### src/rtl/fetch_unit.sv
// Instruction fetch stage: issues in-order word reads, buffers up to two returned
// instructions with their addresses, and presents them to Decode with stall/redirect handling.
module fetch_unit #(
    parameter logic [31:0] RESET_PC  = 32'h0000_0000,
    parameter logic [31:0] NOP_INSTR = 32'h0000_0013
) (
    input  logic        clk,
    input  logic        reset,
    input  logic        hazard,
    input  logic        pcWriteEnable,
    input  logic [31:0] pcWriteData,
    output logic        imemReqValid,
    output logic [31:0] imemReqAddr,
    input  logic        imemReqReady,
    input  logic        imemRespValid,
    input  logic [31:0] imemRespData,
    output logic [31:0] PC,
    output logic [31:0] instr,
    output logic        instrValid
);

    logic [31:0] fetch_pc;
    logic [1:0]  outstanding;
    logic [1:0]  discard_count;
    logic [1:0]  occupancy;

    // Request-address tags for in-flight reads; every response consumes one, dropped or not.
    logic [31:0] tag_addr [2];
    logic        tag_rd, tag_wr;

    logic [31:0] buf_addr [2];
    logic [31:0] buf_data [2];
    logic        buf_rd, buf_wr;

    logic        pop;
    logic        push;
    logic        accept;
    logic [2:0]  pending;

    always_comb begin
        pop          = !hazard && !pcWriteEnable && (occupancy != 2'd0);
        push         = imemRespValid && !pcWriteEnable && (discard_count == 2'd0);
        pending      = {1'b0, outstanding} + {1'b0, occupancy} - {2'b00, pop};
        imemReqValid = !reset && !pcWriteEnable && (pending < 3'd2);
        imemReqAddr  = fetch_pc;
        accept       = imemReqValid && imemReqReady;
    end

    always_ff @(posedge clk) begin
        if (reset) begin
            fetch_pc      <= RESET_PC;
            outstanding   <= '0;
            discard_count <= '0;
            occupancy     <= '0;
            tag_rd        <= 1'b0;
            tag_wr        <= 1'b0;
            buf_rd        <= 1'b0;
            buf_wr        <= 1'b0;
            PC            <= '0;
            instr         <= NOP_INSTR;
            instrValid    <= 1'b0;
        end else begin
            outstanding <= outstanding + {1'b0, accept} - {1'b0, imemRespValid};
            if (accept)
                tag_wr <= ~tag_wr;
            if (imemRespValid)
                tag_rd <= ~tag_rd;

            if (pcWriteEnable) begin
                fetch_pc      <= {pcWriteData[31:2], 2'b00};
                discard_count <= outstanding - {1'b0, imemRespValid};
                occupancy     <= '0;
                buf_rd        <= 1'b0;
                buf_wr        <= 1'b0;
                PC            <= '0;
                instr         <= NOP_INSTR;
                instrValid    <= 1'b0;
            end else begin
                if (accept)
                    fetch_pc <= fetch_pc + 32'd4;
                if (imemRespValid && (discard_count != 2'd0))
                    discard_count <= discard_count - 2'd1;
                if (push)
                    buf_wr <= ~buf_wr;
                occupancy <= occupancy + {1'b0, push} - {1'b0, pop};

                if (pop) begin
                    buf_rd     <= ~buf_rd;
                    PC         <= buf_addr[buf_rd];
                    instr      <= buf_data[buf_rd];
                    instrValid <= 1'b1;
                end else if (!hazard) begin
                    PC         <= '0;
                    instr      <= NOP_INSTR;
                    instrValid <= 1'b0;
                end
            end
        end
    end

    // Storage arrays carry no reset; validity is tracked by the pointers and counters above.
    always_ff @(posedge clk) begin
        if (accept)
            tag_addr[tag_wr] <= fetch_pc;
        if (!reset && push) begin
            buf_addr[buf_wr] <= tag_addr[tag_rd];
            buf_data[buf_wr] <= imemRespData;
        end
    end

endmodule

### config.mk
export PLATFORM = sky130hd
export DESIGN_NAME = fetch_unit
export DESIGN_NICKNAME = d
export VERILOG_FILES = /design/src/rtl/fetch_unit.sv
export SDC_FILE = /design/constraint.sdc
export NUM_CORES = 1
export LEC_CHECK = 0
export BUFFER_PORTS_ARGS = -buffer_cell sky130_fd_sc_hd__buf_4
export CELL_PAD_IN_SITES_DETAIL_PLACEMENT = 1
export CELL_PAD_IN_SITES_GLOBAL_PLACEMENT = 1
export CORE_MARGIN = 2
export CORE_UTILIZATION = 42
export CTS_BUF_LIST = sky130_fd_sc_hd__clkbuf_16
export CTS_CLUSTER_SIZE = 24
export DETAILED_ROUTE_END_ITERATION = 12
export HOLD_SLACK_MARGIN = 0.03
export PLACE_DENSITY_LB_ADDON = 0.1
export SYNTH_ARGS = -nofsm -noshare
export SYNTH_HDL_FRONTEND = slang
export SYNTH_SLANG_ARGS = --single-unit
### constraint.sdc
create_clock -name clk -period 6.95 [get_ports clk]
set_clock_uncertainty 0.05 [all_clocks]
set_input_delay 1.39 -clock clk [delete_from_list [all_inputs] [get_ports clk]]
set_output_delay 1.39 -clock clk [all_outputs]
set_load 0.1 [all_outputs]
==> key figures <==
Outcome
  • Run status: finished, final reports clean

Layout
  • Fin util: 52.2%
  • Most common cell after layout, fill and taps aside: edfxtp_1
  • Final nets: 1045
  • Layout cell share with drive strength beyond 1: 31.5%
  • Area grow syn2layout: 22.0%
  • Most frequent cells in the layout: edfxtp_1, buf_4, dfxtp_1
  • ANT cells: 0

Power
  • Worst vdd ir: 0.000156 V
  • Leak pwr: 0.00488 µW
  • Pwr Density: 276 mW/mm²

Floorplanning
  • Core area: 0.0261 mm²
  • Std cell rows: 59
  • Die area: 0.0279 mm²
  • Initial Util: 42.8%
  • IO Pins: 168
  • Die width: 167 µm
  • Die height: 167 µm

Global routing
  • Initial antenna violation count: 0
  • All-Layer GR Usage: 19.7%
  • Largest net degree at the start of global routing: 66
  • Vias in the first global route: 7695
  • First-pass GRT wire length: 43600 µm
  • Gr ovfl total: 0

Setup path
  • Buffers & Inverters on Critical Path: 2
  • R2r setup slk: 2.67 ns
  • CP delay by family, top: adder cells
  • R2R Path Start: occupancy[1]
  • CP max-delay cell: fa_1
  • CP Launch Type: input pin
  • CP cell instances: buf_4 > a211oi_4 > ha_1 > nand2b_1 > fa_1 > xor2_1 > and3_1 > buf_4
  • WP data required: 5.51 ns
  • WS Path Type: in2out
  • Worst-case reg-to-reg path depth: 10
  • Critical path arrival: 3.76 ns
  • Nature of the critical path endpoint: output port
  • Worst-path maximum fanout: 46
  • Instance count on the critical path: 8
  • R2r endpoint: tag_addr[0][13]
  • Largest stage delay, worst path: 0.42 ns
  • Most used cell along the critical path: buf_4

Routing
  • Post-route ant nets: 0
  • Post-Route WL: 27900 µm
  • Routed vias: 7165
  • Post-DR wirelength/cell: 21.1 µm
  • Vias per cell: 5.41
  • Drt pass-1 iters: 5
  • 1st-iter DRT viols: 401
  • DRC: 0

Timing
  • Total Neg Setup Slack: 0 ns
  • Worst-Margin Slew: 0.987 ns
  • Final Max Tran Viols: 0
  • Hold Slack: 0.461 ns
  • Final WS setup: 1.75 ns
  • Fmax: 0.192 GHz
  • RSZ-0062 raised after global routing: false
  • Hold Vio Cnt, Final: 0
  • Final Cycle Share: 74.8%
  • Final Setup Violations: 0
  • Final min period: 5.20 ns
  • Max-slew headroom: 33.6%

Place
  • Placer Congestion: 0.804
  • Pre-CTS setup slack: 1.35 ns
  • I/O Buffers: 161
  • Detail Placement HPWL: 17800 µm

Synth
  • Main combinational cell family by area after synthesis: multiplexers
  • XOR/XNOR share of the synthesized area: 1.73%
  • Seq cells post-synth: 289
  • Cell area after synthesis: 0.0111 mm²
  • Seq/Total Area, Yosys: 68.4%
  • Synth async-reset ratio: 0%
  • Synth warn: 0
  • Library cells used by synthesis: 51
  • Post-synth EDFFs: 184
  • Synth Instances: 808
  • Post-Synth Simple-Gate Area: 8.48%
  • Mux contribution to synthesized area: 9.81%
  • Main synth FF type: edfxtp_1
  • Compound-Gate Fraction of Synth Area: 7.91%
  • Synthesized area per cell: 13.8 µm²
  • Adder-Cell Fraction of Synth Area: 1.19%

Clock network
  • CTS Buffer Depth: 3
  • TritonCTS clock tree: done
  • Clock Latency Late Sink: 0.54 ns
  • Post-CTS Setup Inserts: 0
  • Root Buffer: clkbuf_16
  • TritonCTS Buffers: 30
  • CTS Hold Bufs: 0
  • Cts repair resizes: 0
  • Clock sinks: 289
  • Htree depth: 1
  • Clock-pin slew on the worst setup and hold paths: 0.05 ns

Min path
  • Worst hold start: instr[14]
  • WHS Endpoint: instr[14]
  • Worst Hold Class: reg2reg
  • WHS Path Cells: 2

Flow run
  • MaxCap Viol Count: 0
-- worst min-delay path: cells and delay by family, from the launching register on --
kind / cells / cell delay (ns)
and+or+nand+nor: 1 / 0.07
AOI/OAI and AO/OA: 1 / 0.08
DFF: 1 / 0.32
-- where the power goes --
group	internal [µW]	total, µW	switching [µW]	leakage, µW
registers	1880	1920	40.5	0.00253
clock network	837	1470	633	0.000486
logic	114	365	250	0.00187
-- Yosys cell counts (6+ instances only) --
master / number / area (µm²)
nand2_1: 31 / 116
nand4_1: 6 / 37.5
edfxtp_1: 184 / 5530
mux2i_1: 8 / 80.1
xnor2_1: 16 / 140
o21ai_0: 13 / 65.1
a21oi_1: 20 / 100
nor3_1: 6 / 30.0
nor2_1: 84 / 315
nor4_1: 9 / 56.3
buf_1: 10 / 37.5
ha_1: 9 / 113
dfxtp_1: 105 / 2100
mux2_2: 90 / 1010
inv_1: 17 / 63.8
xor2_1: 6 / 52.6
nand3_1: 18 / 90.1
a22oi_1: 63 / 473
and3_1: 6 / 37.5
clkbuf_1: 34 / 128
nor2b_1: 7 / 43.8
-- registers in the layout (all words and copies together) (netlist names), 2 cells and up, named ones only --
signal and cells:
PC 30, buf_addr 60, buf_data 64, discard_count 2
imemReqAddr 30, instr 32, occupancy 2, outstanding 2
tag_addr 60
-- how the worst max path moves through the flow --
stage | from | end | slack (ns)
2_1_floorplan | pcWriteEnable | buf_addr[0][10] | -0.12
3_3_place_gp | pcWriteEnable | tag_addr[0][8] | 1.58
3_5_place_dp | pcWriteEnable | tag_addr[0][10] | 1.35
4_1_cts | pcWriteEnable | imemReqValid | 1.77
5_1_grt | pcWriteEnable | imemReqValid | 1.65
6_report | pcWriteEnable | imemReqValid | 1.75
-- layer usage --
layer | GRT usage, % | vias up | part of all wire [%]
li1 | - | 3319 | -
met1 | 25.2 | 3632 | 43
met2 | 35.2 | 174 | 51
met3 | 2.71 | 40 | 4.1
met4 | 5.13 | 0 | 2.1
met5 | 0 | - | 0
-- stage by stage --
step / total power (µW) / std cells / instance area (µm²)
2_1_floorplan: 2200 / 811 / 11200
3_3_place_gp: 2310 / 1268 / 12700
3_5_place_dp: 2320 / 1268 / 12700
4_1_cts: 3800 / 1324 / 13600
5_1_grt: 3900 / 1324 / 13600
6_report: 3760 / 1324 / 13600
-- final cells by class --
cell class                 instances  area [µm²]
multi-input combinational        455        3290
fill                            2632       12500
sequential                       289        7630
clock buffer                      31         776
tap                              335         419
clock inverter                    25         131
inverter                          17        63.8
timing repair buffer             172        1290
-- kinds of logic after synthesis --
kind of cell,count (synthesis)
buffers and inverters,67
XOR/XNOR,22
AO/OA/AOI/OAI,127
multiplexers,98
adder cells (fa/ha/maj),10
flip-flops,289
other,1
AND/OR/NAND/NOR,194
Power figures use the tool's default switching activity.
